--- src/rtl/id_ex_pipe_reg_if.sv ---
// ID/EX boundary bundle: decode-side fields, stall/flush controls, and the registered EX-side copies.
// master = the surrounding pipeline that drives id_* and control; slave = the pipeline register itself.
interface id_ex_pipe_reg_if #(
    parameter int DW    = 32,
    parameter int CNT_W = 16
);
    logic             id_reg_write;
    logic             id_mem_to_reg;
    logic             id_mem_read;
    logic             id_mem_write;
    logic             id_branch;
    logic             id_reg_dst;
    logic [3:0]       id_alu_op;
    logic             id_alu_src;
    logic [1:0]       id_jump;
    logic [DW-1:0]    id_pc_plus4;
    logic [DW-1:0]    id_rdata1;
    logic [DW-1:0]    id_rdata2;
    logic [DW-1:0]    id_imm;
    logic [4:0]       id_rs;
    logic [4:0]       id_rt;
    logic [4:0]       id_rd;
    logic [4:0]       id_shamt;
    logic             stall_in;
    logic             flush_in;

    logic             ex_reg_write;
    logic             ex_mem_to_reg;
    logic             ex_mem_read;
    logic             ex_mem_write;
    logic             ex_branch;
    logic             ex_reg_dst;
    logic [3:0]       ex_alu_op;
    logic             ex_alu_src;
    logic [1:0]       ex_jump;
    logic [DW-1:0]    ex_pc_plus4;
    logic [DW-1:0]    ex_rdata1;
    logic [DW-1:0]    ex_rdata2;
    logic [DW-1:0]    ex_imm;
    logic [4:0]       ex_rs;
    logic [4:0]       ex_rt;
    logic [4:0]       ex_rd;
    logic [4:0]       ex_shamt;
    logic             ex_valid;
    logic [4:0]       ex_dest;
    logic             load_use_stall;
    logic [CNT_W-1:0] bubble_count;

    modport master (
        output id_reg_write, id_mem_to_reg, id_mem_read, id_mem_write, id_branch, id_reg_dst,
               id_alu_op, id_alu_src, id_jump, id_pc_plus4, id_rdata1, id_rdata2, id_imm,
               id_rs, id_rt, id_rd, id_shamt, stall_in, flush_in,
        input  ex_reg_write, ex_mem_to_reg, ex_mem_read, ex_mem_write, ex_branch, ex_reg_dst,
               ex_alu_op, ex_alu_src, ex_jump, ex_pc_plus4, ex_rdata1, ex_rdata2, ex_imm,
               ex_rs, ex_rt, ex_rd, ex_shamt, ex_valid, ex_dest, load_use_stall, bubble_count
    );

    modport slave (
        input  id_reg_write, id_mem_to_reg, id_mem_read, id_mem_write, id_branch, id_reg_dst,
               id_alu_op, id_alu_src, id_jump, id_pc_plus4, id_rdata1, id_rdata2, id_imm,
               id_rs, id_rt, id_rd, id_shamt, stall_in, flush_in,
        output ex_reg_write, ex_mem_to_reg, ex_mem_read, ex_mem_write, ex_branch, ex_reg_dst,
               ex_alu_op, ex_alu_src, ex_jump, ex_pc_plus4, ex_rdata1, ex_rdata2, ex_imm,
               ex_rs, ex_rt, ex_rd, ex_shamt, ex_valid, ex_dest, load_use_stall, bubble_count
    );
endinterface

--- src/rtl/id_ex_pipe_reg.sv ---
// ID/EX pipeline register with flush, external stall, load-use bubble insertion and a saturating bubble counter.
// Define LOAD_USE_STALL_EN to enable load-use hazard detection; otherwise load_use_stall is tied low.
module id_ex_pipe_reg #(
    parameter int DW    = 32,
    parameter int CNT_W = 16
) (
    input logic              clk,
    input logic              reset_n,
    id_ex_pipe_reg_if.slave  bus
);
    typedef struct packed {
        logic          reg_write;
        logic          mem_to_reg;
        logic          mem_read;
        logic          mem_write;
        logic          branch;
        logic          reg_dst;
        logic [3:0]    alu_op;
        logic          alu_src;
        logic [1:0]    jump;
        logic [DW-1:0] pc_plus4;
        logic [DW-1:0] rdata1;
        logic [DW-1:0] rdata2;
        logic [DW-1:0] imm;
        logic [4:0]    rs;
        logic [4:0]    rt;
        logic [4:0]    rd;
        logic [4:0]    shamt;
    } stage_t;

    stage_t           id_s;
    stage_t           ex_q;
    logic             valid_q;
    logic [CNT_W-1:0] bubble_q;
    logic [4:0]       dest;
    logic             hazard;
    logic             bubble;

    always_comb begin
        id_s.reg_write  = bus.id_reg_write;
        id_s.mem_to_reg = bus.id_mem_to_reg;
        id_s.mem_read   = bus.id_mem_read;
        id_s.mem_write  = bus.id_mem_write;
        id_s.branch     = bus.id_branch;
        id_s.reg_dst    = bus.id_reg_dst;
        id_s.alu_op     = bus.id_alu_op;
        id_s.alu_src    = bus.id_alu_src;
        id_s.jump       = bus.id_jump;
        id_s.pc_plus4   = bus.id_pc_plus4;
        id_s.rdata1     = bus.id_rdata1;
        id_s.rdata2     = bus.id_rdata2;
        id_s.imm        = bus.id_imm;
        id_s.rs         = bus.id_rs;
        id_s.rt         = bus.id_rt;
        id_s.rd         = bus.id_rd;
        id_s.shamt      = bus.id_shamt;
    end

    assign dest = ex_q.reg_dst ? ex_q.rt : ex_q.rd;

    // r0 is never a real producer, and an empty EX slot can never cause a hazard.
`ifdef LOAD_USE_STALL_EN
    assign hazard = valid_q & ex_q.mem_read & (dest != 5'd0) &
                    ((dest == bus.id_rs) | (dest == bus.id_rt));
`else
    assign hazard = 1'b0;
`endif

    assign bubble = bus.flush_in | hazard;

    always_ff @(posedge clk) begin
        if (!reset_n) begin
            ex_q    <= '0;
            valid_q <= 1'b0;
        end else if (bubble) begin
            ex_q    <= '0;
            valid_q <= 1'b0;
        end else if (!bus.stall_in) begin
            ex_q    <= id_s;
            valid_q <= 1'b1;
        end
    end

    always_ff @(posedge clk) begin
        if (!reset_n) begin
            bubble_q <= '0;
        end else if (bubble && (bubble_q != {CNT_W{1'b1}})) begin
            bubble_q <= bubble_q + {{(CNT_W-1){1'b0}}, 1'b1};
        end
    end

    assign bus.ex_reg_write   = ex_q.reg_write;
    assign bus.ex_mem_to_reg  = ex_q.mem_to_reg;
    assign bus.ex_mem_read    = ex_q.mem_read;
    assign bus.ex_mem_write   = ex_q.mem_write;
    assign bus.ex_branch      = ex_q.branch;
    assign bus.ex_reg_dst     = ex_q.reg_dst;
    assign bus.ex_alu_op      = ex_q.alu_op;
    assign bus.ex_alu_src     = ex_q.alu_src;
    assign bus.ex_jump        = ex_q.jump;
    assign bus.ex_pc_plus4    = ex_q.pc_plus4;
    assign bus.ex_rdata1      = ex_q.rdata1;
    assign bus.ex_rdata2      = ex_q.rdata2;
    assign bus.ex_imm         = ex_q.imm;
    assign bus.ex_rs          = ex_q.rs;
    assign bus.ex_rt          = ex_q.rt;
    assign bus.ex_rd          = ex_q.rd;
    assign bus.ex_shamt       = ex_q.shamt;
    assign bus.ex_valid       = valid_q;
    assign bus.ex_dest        = dest;
    assign bus.load_use_stall = hazard;
    assign bus.bubble_count   = bubble_q;
endmodule
--- src/flat_wrapper.sv ---
// flat-port wrapper written by rule: the top's interface ports become plain ports
module id_ex_pipe_reg_flat 
#(
    parameter int DW    = 32,
    parameter int CNT_W = 16
)
  (clk, reset_n, bus_id_reg_write, bus_id_mem_to_reg, bus_id_mem_read, bus_id_mem_write, bus_id_branch, bus_id_reg_dst, bus_id_alu_op, bus_id_alu_src, bus_id_jump, bus_id_pc_plus4, bus_id_rdata1, bus_id_rdata2, bus_id_imm, bus_id_rs, bus_id_rt, bus_id_rd, bus_id_shamt, bus_stall_in, bus_flush_in, bus_ex_reg_write, bus_ex_mem_to_reg, bus_ex_mem_read, bus_ex_mem_write, bus_ex_branch, bus_ex_reg_dst, bus_ex_alu_op, bus_ex_alu_src, bus_ex_jump, bus_ex_pc_plus4, bus_ex_rdata1, bus_ex_rdata2, bus_ex_imm, bus_ex_rs, bus_ex_rt, bus_ex_rd, bus_ex_shamt, bus_ex_valid, bus_ex_dest, bus_load_use_stall, bus_bubble_count);
  id_ex_pipe_reg_if #(.DW(DW), .CNT_W(CNT_W)) bus_i ();
  input logic clk;
  input logic reset_n;
  input wire logic [$bits(bus_i.id_reg_write)-1:0] bus_id_reg_write;
  input wire logic [$bits(bus_i.id_mem_to_reg)-1:0] bus_id_mem_to_reg;
  input wire logic [$bits(bus_i.id_mem_read)-1:0] bus_id_mem_read;
  input wire logic [$bits(bus_i.id_mem_write)-1:0] bus_id_mem_write;
  input wire logic [$bits(bus_i.id_branch)-1:0] bus_id_branch;
  input wire logic [$bits(bus_i.id_reg_dst)-1:0] bus_id_reg_dst;
  input wire logic [$bits(bus_i.id_alu_op)-1:0] bus_id_alu_op;
  input wire logic [$bits(bus_i.id_alu_src)-1:0] bus_id_alu_src;
  input wire logic [$bits(bus_i.id_jump)-1:0] bus_id_jump;
  input wire logic [$bits(bus_i.id_pc_plus4)-1:0] bus_id_pc_plus4;
  input wire logic [$bits(bus_i.id_rdata1)-1:0] bus_id_rdata1;
  input wire logic [$bits(bus_i.id_rdata2)-1:0] bus_id_rdata2;
  input wire logic [$bits(bus_i.id_imm)-1:0] bus_id_imm;
  input wire logic [$bits(bus_i.id_rs)-1:0] bus_id_rs;
  input wire logic [$bits(bus_i.id_rt)-1:0] bus_id_rt;
  input wire logic [$bits(bus_i.id_rd)-1:0] bus_id_rd;
  input wire logic [$bits(bus_i.id_shamt)-1:0] bus_id_shamt;
  input wire logic [$bits(bus_i.stall_in)-1:0] bus_stall_in;
  input wire logic [$bits(bus_i.flush_in)-1:0] bus_flush_in;
  output wire logic [$bits(bus_i.ex_reg_write)-1:0] bus_ex_reg_write;
  output wire logic [$bits(bus_i.ex_mem_to_reg)-1:0] bus_ex_mem_to_reg;
  output wire logic [$bits(bus_i.ex_mem_read)-1:0] bus_ex_mem_read;
  output wire logic [$bits(bus_i.ex_mem_write)-1:0] bus_ex_mem_write;
  output wire logic [$bits(bus_i.ex_branch)-1:0] bus_ex_branch;
  output wire logic [$bits(bus_i.ex_reg_dst)-1:0] bus_ex_reg_dst;
  output wire logic [$bits(bus_i.ex_alu_op)-1:0] bus_ex_alu_op;
  output wire logic [$bits(bus_i.ex_alu_src)-1:0] bus_ex_alu_src;
  output wire logic [$bits(bus_i.ex_jump)-1:0] bus_ex_jump;
  output wire logic [$bits(bus_i.ex_pc_plus4)-1:0] bus_ex_pc_plus4;
  output wire logic [$bits(bus_i.ex_rdata1)-1:0] bus_ex_rdata1;
  output wire logic [$bits(bus_i.ex_rdata2)-1:0] bus_ex_rdata2;
  output wire logic [$bits(bus_i.ex_imm)-1:0] bus_ex_imm;
  output wire logic [$bits(bus_i.ex_rs)-1:0] bus_ex_rs;
  output wire logic [$bits(bus_i.ex_rt)-1:0] bus_ex_rt;
  output wire logic [$bits(bus_i.ex_rd)-1:0] bus_ex_rd;
  output wire logic [$bits(bus_i.ex_shamt)-1:0] bus_ex_shamt;
  output wire logic [$bits(bus_i.ex_valid)-1:0] bus_ex_valid;
  output wire logic [$bits(bus_i.ex_dest)-1:0] bus_ex_dest;
  output wire logic [$bits(bus_i.load_use_stall)-1:0] bus_load_use_stall;
  output wire logic [$bits(bus_i.bubble_count)-1:0] bus_bubble_count;
  assign bus_i.id_reg_write = bus_id_reg_write;
  assign bus_i.id_mem_to_reg = bus_id_mem_to_reg;
  assign bus_i.id_mem_read = bus_id_mem_read;
  assign bus_i.id_mem_write = bus_id_mem_write;
  assign bus_i.id_branch = bus_id_branch;
  assign bus_i.id_reg_dst = bus_id_reg_dst;
  assign bus_i.id_alu_op = bus_id_alu_op;
  assign bus_i.id_alu_src = bus_id_alu_src;
  assign bus_i.id_jump = bus_id_jump;
  assign bus_i.id_pc_plus4 = bus_id_pc_plus4;
  assign bus_i.id_rdata1 = bus_id_rdata1;
  assign bus_i.id_rdata2 = bus_id_rdata2;
  assign bus_i.id_imm = bus_id_imm;
  assign bus_i.id_rs = bus_id_rs;
  assign bus_i.id_rt = bus_id_rt;
  assign bus_i.id_rd = bus_id_rd;
  assign bus_i.id_shamt = bus_id_shamt;
  assign bus_i.stall_in = bus_stall_in;
  assign bus_i.flush_in = bus_flush_in;
  assign bus_ex_reg_write = bus_i.ex_reg_write;
  assign bus_ex_mem_to_reg = bus_i.ex_mem_to_reg;
  assign bus_ex_mem_read = bus_i.ex_mem_read;
  assign bus_ex_mem_write = bus_i.ex_mem_write;
  assign bus_ex_branch = bus_i.ex_branch;
  assign bus_ex_reg_dst = bus_i.ex_reg_dst;
  assign bus_ex_alu_op = bus_i.ex_alu_op;
  assign bus_ex_alu_src = bus_i.ex_alu_src;
  assign bus_ex_jump = bus_i.ex_jump;
  assign bus_ex_pc_plus4 = bus_i.ex_pc_plus4;
  assign bus_ex_rdata1 = bus_i.ex_rdata1;
  assign bus_ex_rdata2 = bus_i.ex_rdata2;
  assign bus_ex_imm = bus_i.ex_imm;
  assign bus_ex_rs = bus_i.ex_rs;
  assign bus_ex_rt = bus_i.ex_rt;
  assign bus_ex_rd = bus_i.ex_rd;
  assign bus_ex_shamt = bus_i.ex_shamt;
  assign bus_ex_valid = bus_i.ex_valid;
  assign bus_ex_dest = bus_i.ex_dest;
  assign bus_load_use_stall = bus_i.load_use_stall;
  assign bus_bubble_count = bus_i.bubble_count;
  id_ex_pipe_reg #(.DW(DW), .CNT_W(CNT_W)) u_core (.clk(clk), .reset_n(reset_n), .bus(bus_i));
endmodule
--- config.mk ---
export PLATFORM = sky130hd
export DESIGN_NAME = id_ex_pipe_reg_flat
export DESIGN_NICKNAME = d
export VERILOG_FILES = /design/src/rtl/id_ex_pipe_reg_if.sv /design/src/rtl/id_ex_pipe_reg.sv /design/src/flat_wrapper.sv
export SDC_FILE = /design/constraint.sdc
export NUM_CORES = 1
export LEC_CHECK = 0
export BUFFER_PORTS_ARGS = -buffer_cell sky130_fd_sc_hd__buf_2
export CAP_MARGIN = 10
export CORE_MARGIN = 4
export CORE_UTILIZATION = 40
export DETAILED_ROUTE_END_ITERATION = 10
export GPL_ROUTABILITY_DRIVEN = 0
export PLACE_DENSITY = 0.82
export SETUP_SLACK_MARGIN = 0.2
export SKIP_LAST_GASP = 1
export SLEW_MARGIN = 5
export SYNTH_ARGS = -nofsm -noshare
export SYNTH_HDL_FRONTEND = slang
export SYNTH_SLANG_ARGS = --single-unit
export TNS_END_PERCENT = 1
--- constraint.sdc ---
create_clock -name clk -period 1.8 [get_ports clk]
set_clock_uncertainty 0.2 [all_clocks]
set_input_delay 0.09 -clock clk [delete_from_list [all_inputs] [get_ports clk]]
set_output_delay 0.09 -clock clk [all_outputs]
set_load 0.03 [all_outputs]
# Word level (Yosys, flattened, before mapping)
# Cells that the tools add are included.
dict set report op_classes {
  add_sub_neg 1
  n_eq_ne 1
  muxes 1
  n_bitwise 1
  reduce_logical 2
}
# op n
set ops {}
lappend ops {{$add A16 B1 Y16 const B} 1}
lappend ops {{$ne A16 B16 Y1 const B} 1}
lappend ops {{$mux W5} 1}
lappend ops {{$reduce_or A2 Y1} 1}
lappend ops {{$logic_and A1 B1 Y1} 1}
lappend ops {{$not A1 Y1} 1}
dict set report word_totals {
  ff_bits 178
  input_bits 165
  out_inout_bits 184
  elab_cells 25
}

# Longest topological paths before layout
# Gate-level depths: netlist of run 1.
dict set report logic_depth {
  ltp_word 2
  depth_mapped 6
  depth_no_buf 5
}

# Least setup slack after synthesis of run 1
# Ideal clock, no wire load.
dict set report synth_timing {
  path_kind {flip-flop to flip-flop}
  startpoint {register u_core.bubble_q[0], in the netlist u_core.bus.bubble_count[0]}
  endpoint {register u_core.bubble_q[14], in the netlist u_core.bus.bubble_count[14]}
  arrival_time_ps 1888
  required_ps 1528
  path_slack_ps -360
  stages_incl_launch_ff 6
  n_path_buf 0
  cell_sequence {dfxtp_1 -> ha_1 -> nand3_2 -> or4_4 -> nor3_2 -> mux2i_1}
}
dict set report synth_between {
  elab_chain_cells 2
  elab_cells_between_ends 3
}
# element line_no
set synth_rtl {}
lappend synth_rtl {{start: declaration} id_ex_pipe_reg.sv:34} ;# logic [CNT_W-1:0] bubble_q;
lappend synth_rtl {{start signal: assignment} id_ex_pipe_reg.sv:88} ;# bubble_q <= bubble_q + {{(CNT_W-1){1'b0}}, 1'b1};
lappend synth_rtl {{branches (longest 2 deep; another with $add A16 B1 Y16)} --}
# Parallel ways; which one is timed is not known.
# A chain may end at the register's enable or synchronous reset.

# Final worst setup path of run 1
dict set report layout_timing {
  startpoint {register u_core.bubble_q[0], in the netlist u_core.bus.bubble_count[0]}
  endpoint {register u_core.bubble_q[1], in the netlist u_core.bus.bubble_count[1]}
}
# Same word-level chain as after synthesis.

==> results.md, run 1 <==
* Cell Rows at 46
* Starting Density at 0.411
* Vias in the first global route at 7041
* Total grt overflow at 0
* Adder-Cell Fraction of Synth Area at 0.00191
* DP Cell Count at 1173
* Core Area at 0.0159 mm^2
* Largest family of logic cells by synthesized area: multiplexers
* Layout Area Growth over Synthesis at 66.3%
* Die area at 0.0185 mm^2
* Setup TNS at 0 ns
* Post-synthesis average cell area at 10.3 um^2
* Crit. End Element: flop
* Max-Cap Viols at 0
* Post-synth EDFFs at 0
* Num Clock Sinks at 178
* DR vias/cell at 4.88
* Post-synthesis cell type count at 31
* Final Util at 0.684
* WP data required at 1.90 ns
* Longest Clk Path Bufs at 2
* First-pass GRT wire length at 36.4 mm
* Fmax at 0.570 GHz
* DP Wirelength at 13.9 mm
* Tcrit/Tclk final at 0.976
* RSZ-0062 raised after global routing: true
* Final Hold Viols at 0
* Pwr dens at 847 mW/mm^2
* CTS H-tree depth at 4
* Non-Filler Instances at 1369
* Crit path launch: u_core.bus.bubble_count[0]
* Initial antenna violation count at 1
* XOR/XNOR Fraction of Synth Area at 0
* R2R depth at 6
* Clock Latency Late Sink at 0.42 ns
* Yosys warning count at 0
* Most frequent cell after synthesis: dfxtp_1
* R2r endpoint: u_core.bus.bubble_count[1]
* Yosys top cell area share at 0.544
* Wire length reported by the detailed router at 24.4 mm
* Worst hold slack at 0.0124 ns
* Peak supply drop at 0.733 mV
* Seq/Total Area, Yosys at 0.544
* Mapped Nets at 801
* Hold Path Class: in2reg
* Post-DRT Antenna Nets at 0
* Critical Path Sink: u_core.bus.bubble_count[1]
* Maximum fanout along the worst path at 6
* Num CTS Buffers at 17
* Critical path class: reg2reg
* Critical Path Start Type: flop
* Vias post-DR at 6676
* Synth Flop Type: dfxtp_1
* Compound-Gate Fraction of Synth Area at 0.0179
* Post-synthesis mux area share at 0.264
* Pre-Repair DR Iteration Count at 5
* Remaining DRCs at 0
* Nets at 1306
* Die Ht at 136 um
* CTS tree: done
* Finish-stage setup viols at 0
* Worst reg-to-reg setup slack at 0.04 ns
* Pin count of the biggest net entering global routing at 72
* Final Max Slew Viols at 0
* Minimum clock period at 1.76 ns
* Overall global routing resource usage at 0.251
* Async set or reset register ratio after synthesis at 0
* Area leader, netlist: dfxtp_1
* Arr. time, crit path at 1.86 ns
* Area contributors post-synth: dfxtp_1 54%, mux2i_1 26%, nor2_1 9.6%
* Seq cells post-synth at 178
* Outcome: complete, no violations
* Worst r2r src: u_core.bus.bubble_count[0]
* WL per Instance at 17.8 um
* Synth Area in Simple Gates at 0.141
* Synth cell count leaders: 178 x dfxtp_1, 167 x mux2i_1, 167 x nor2_1
* Initial DRC Count at 279
* Post-Syn Area at 0.00656 mm^2
* Static Leak at 0.00551 uW
* Fraction of layout cells with a size suffix above 1 at 0.370
* Clock slew at reported path FFs at 0.07 ns
* Die span in x at 136 um
* Root buffer cell: clkbuf_16
* Count of buffers from port buffering at 347
* Top Ports at 349
* Mapped Cells at 635
worst min path at each step:
stage                     start                  endpoint  slack, ns  depth (start not counted)
6_report           bus_stall_in  u_core.bus.ex_rdata1[10]       0.01                          3
5_1_grt            bus_stall_in   u_core.bus.ex_rdata1[8]       0.02                          3
4_1_cts            bus_stall_in     u_core.bus.ex_jump[1]       0.01                          3
3_5_place_dp    bus_id_shamt[2]    u_core.bus.ex_shamt[2]       0.13                          3
3_3_place_gp     bus_id_alu_src     u_core.bus.ex_alu_src       0.12                          3
2_1_floorplan  bus_id_alu_op[0]   u_core.bus.ex_alu_op[0]       0.03                          2
final cells by class:
type / count / area, um^2
Antenna cell: 1 / 2.50
Clock buffer: 18 / 429
Clock inverter: 13 / 150
Fill cell: 1080 / 5040
Inverter: 4 / 15.0
Multi-Input combinational cell: 412 / 2850
Sequential cell: 178 / 3610
Tap cell: 216 / 270
Timing Repair Buffer: 527 / 3580
critical path, stage by stage (launching register included):
cell	delay, ns
dfxtp_4	0.38
ha_4	0.17
nand4_1	0.16
nor4_4	0.28
buf_4	0.20
a21boi_1	0.12
mux2i_1	0.13
cell usage in the layout (no fill, tap or decap), types with 2 or more instances in the layout:
cell           count
clkbuf_16         17
inv_6              4
clkinvlp_4         2
mux2i_1          167
clkinv_4           2
o21ai_0            6
or3_1              2
dfxtp_4           10
nor2_1           167
nand3_1            6
dlygate4sd3_1    163
a31oi_1            4
buf_12             6
nor3_1             4
nand2b_1           4
a21oi_1            8
dfxtp_2            7
inv_1              4
buf_2            347
and4_1             3
bufinv_16          2
mux2_2             5
dfxtp_1          161
buf_4             10
nand4_1            4
nand2_1           14
nor4_1             2
logic make-up after synthesis:
| family | count (synthesis) |
|---|---|
| fa+ha+maj | 1 |
| compound gates | 21 |
| simple gates | 217 |
| flops | 178 |
| mux | 172 |
| other cells | 1 |
| buf+inv | 45 |
stage by stage:
step | instance area [um^2] | setup slack [ns] | power, uW
6_report | 10900 | 0.0441 | 9240
5_1_grt | 10900 | -0.00377 | 9540
4_1_cts | 10900 | 0.0897 | 9230
3_5_place_dp | 8650 | 0.0904 | 5280
3_3_place_gp | 8650 | 0.137 | 5260
2_1_floorplan | 6620 | 0.109 | 4860
layer usage:
| layer | vias up | track usage | part of all wire |
|---|---|---|---|
| met3 | 74 | 0.0807 | 0.089 |
| li1 | 3171 | - | - |
| met4 | 0 | 0.128 | 0.044 |
| met5 | - | 0 | 0 |
| met2 | 343 | 0.444 | 0.50 |
| met1 | 3088 | 0.266 | 0.37 |
power breakdown:
group | switching [uW] | internal (uW)
registers | 81.6 | 4050
clock network | 1630 | 2070
logic | 732 | 674
what timing repair did:
item / 4_1_cts / 5_1_grt
cloned: 0 / 1
hold buffers: 163 / 0
resized for setup: 3 / 5
pin swaps: 0 / 1
endpoints found under the setup margin: 17 / 48
hold endpoints to repair: 173 / 0
setup buffers: 0 / 0
(Power assumes the default switching activity.)
==> inputs of run 2 (changes only) <==
Settings changed: GPL_TIMING_DRIVEN set to 0, PLACE_DENSITY 0.82 to 0.75.
==> results.md, run 2 (synthesized netlist as in run 1, its figures left out) <==
* Clock Latency Late Sink at 0.41 ns (about the same)
* Die Ht at 136 um (unchanged)
* Worst hold slack at 0.0359 ns (+0.0235 ns)
* Core Area at 0.0159 mm^2 (unchanged)
* Die area at 0.0185 mm^2 (unchanged)
* RSZ-0062 raised after global routing: true
* Count of buffers from port buffering at 346 (-0.29%)
* Rel. slew slack at 0.647
* Starting Density at 0.411 (unchanged)
* Overall global routing resource usage at 0.254 (+0.00291)
* Crit path launch: u_core.bus.bubble_count[1]
* First-pass GRT wire length at 37.0 mm (+1.8%)
* Crit-path slowest cell: nor4_4
* Worst r2r src: u_core.bus.bubble_count[1]
* Finish-stage setup viols at 0 (unchanged)
* Final Hold Viols at 0 (unchanged)
* Outcome: complete, no violations
* Most frequent cells in the layout: 366 x buf_2, 167 x mux2i_1, 167 x nor2_1, 164 x dlygate4sd3_1, 161 x dfxtp_1
* Worst Setup Slack, final at 0.0398 ns (-0.00430 ns)
* Critical Path Start Type: flop
* Remaining DRCs at 0 (unchanged)
* Cell mode on critical path: nor3_1
* CTS tree: done
* Pre-CTS setup slack at -0.305 ns (-0.396 ns)
* Pwr dens at 826 mW/mm^2 (-2.4%)
* Top delay family on crit path: simple AND/OR/NAND/NOR gates
* Initial antenna violation count at 1 (unchanged)
* Vias post-DR at 6761 (+1.3%)
* Top Ports at 349 (unchanged)
* Worst Hold End: u_core.bus.bubble_count[14]
* Min-delay src: reset_n
* Leading cell type in the layout, fill and taps excluded: buf_2
* Hold Path Class: in2reg
* Worst slew pin tran at 0.529 ns
* Worst reg-to-reg setup slack at 0.04 ns (about the same)
* Peak supply drop at 0.547 mV (-25%)
* Critical path buffers and inverters at 1 (unchanged)
* Arr. time, crit path at 1.89 ns (+0.03 ns)
* DR vias/cell at 4.83 (-0.90%)
* Pre-Repair DR Iteration Count at 6 (+1)
* Final Max Slew Viols at 0 (unchanged)
* Critical path class: reg2reg
* Num Clock Sinks at 178 (unchanged)
* Cell Rows at 46 (unchanged)
* Slowest stage delay, CP at 0.38 ns (about the same)
* Maximum fanout along the worst path at 5 (-1)
* Initial DRC Count at 257 (-7.9%)
* CTS H-tree depth at 4 (unchanged)
* Total grt overflow at 0 (unchanged)
* Clock slew at reported path FFs at 0.07 ns (about the same)
* Num CTS Buffers at 17 (unchanged)
* WL per Instance at 17.5 um (-2.0%)
* Post-DRT Antenna Nets at 0 (unchanged)
* Minimum clock period at 1.76 ns (+0.00430 ns)
* Fmax at 0.568 GHz (-0.24%)
* Static Leak at 0.00556 uW (+0.91%)
* R2r endpoint: u_core.bus.bubble_count[5]
* Pin count of the biggest net entering global routing at 17 (-76%)
* Longest Clk Path Bufs at 2 (unchanged)
* WP data required at 1.93 ns (+0.03 ns)
* Vias in the first global route at 7116 (+1.1%)
* Hold path cells at 4 (+1)
* Crit-path cells: ha_4 > nand4_1 > nor4_4 > buf_6 > nor3_1 > nor3_1
* Crit. End Element: flop
* Wire length reported by the detailed router at 24.4 mm (+0.18%)
* Layout Area Growth over Synthesis at 68.1%
* Tcrit/Tclk final at 0.978 (+0.00239)
* DP Wirelength at 15.4 mm (+10%)
* R2R depth at 6 (unchanged)
* Root buffer cell: clkbuf_16
* Max-Cap Viols at 0 (unchanged)
* Die span in x at 136 um (unchanged)
* Fraction of layout cells with a size suffix above 1 at 0.376 (+0.00669)
* Nets at 1337 (+2.4%)
-- run 2: final cells by class --
cell class / count / area [um^2]
Antenna cell: 1 / 2.50
Buffer: 41 / 219
Clock buffer: 19 / 454
Clock inverter: 11 / 104
Fill cell: 1143 / 4920
Inverter: 4 / 15.0
Multi-Input combinational cell: 412 / 2890
Sequential cell: 178 / 3610
Tap cell: 216 / 270
Timing Repair Buffer: 517 / 3460
-- run 2: power by group --
part           switching, uW  internal (uW)
clock network           1580           1990
registers               73.9           4050
logic                    743            675
-- run 2: repair_timing --
action	in CTS	in global routing
cloned	1	0
hold endpoints to repair	175	0
setup endpoints to repair	32	98
buffers inserted	4	2
hold buffers	164	0
gates resized for setup	29	7
pin swaps	4	5
-- run 2: how the worst max path moves through the flow --
stage / end / slack, ns / depth (start not counted)
2_1_floorplan: u_core.bus.bubble_count[0] / 0.11 / 6
3_3_place_gp: u_core.bus.ex_shamt[3] / -0.28 / 6
3_5_place_dp: u_core.bus.ex_rd[2] / -0.31 / 6
4_1_cts: u_core.bus.bubble_count[14] / 0.10 / 5
5_1_grt: u_core.bus.bubble_count[2] / -0.02 / 6
6_report: u_core.bus.bubble_count[5] / 0.04 / 6
-- run 2: per-stage QoR --
| stage | instances | total power, uW | util | TNS (ns) | cell area (um^2) |
|---|---|---|---|---|---|
| final | 1399 | 9110 | 0.691 | 0 | 11000 |
| after detailed placement | 1197 | 5280 | 0.541 | -21.95 | 8620 |
| after CTS | 1396 | 9130 | 0.688 | 0 | 11000 |
| after global placement | 1197 | 5260 | 0.541 | -20.60 | 8620 |
| after global routing | 1399 | 9420 | 0.691 | -0.0782 | 11000 |
| after floorplan | 635 | 4860 | - | 0 | 6620 |
-- run 2: metal layers --
| layer | part of all wire | global-route usage | up-vias |
|---|---|---|---|
| li1 | - | - | 3220 |
| met1 | 0.37 | 0.265 | 3177 |
| met2 | 0.52 | 0.467 | 306 |
| met3 | 0.082 | 0.0762 | 58 |
| met4 | 0.031 | 0.111 | 0 |
| met5 | 0 | 0 | - |
-- run 2: worst register-to-register path, cell delays in order, from the launching register on --
cell,delay [ns]
dfxtp_4,0.37
ha_4,0.17
nand4_1,0.14
nor4_4,0.38
buf_6,0.19
nor3_1,0.06
nor3_1,0.17
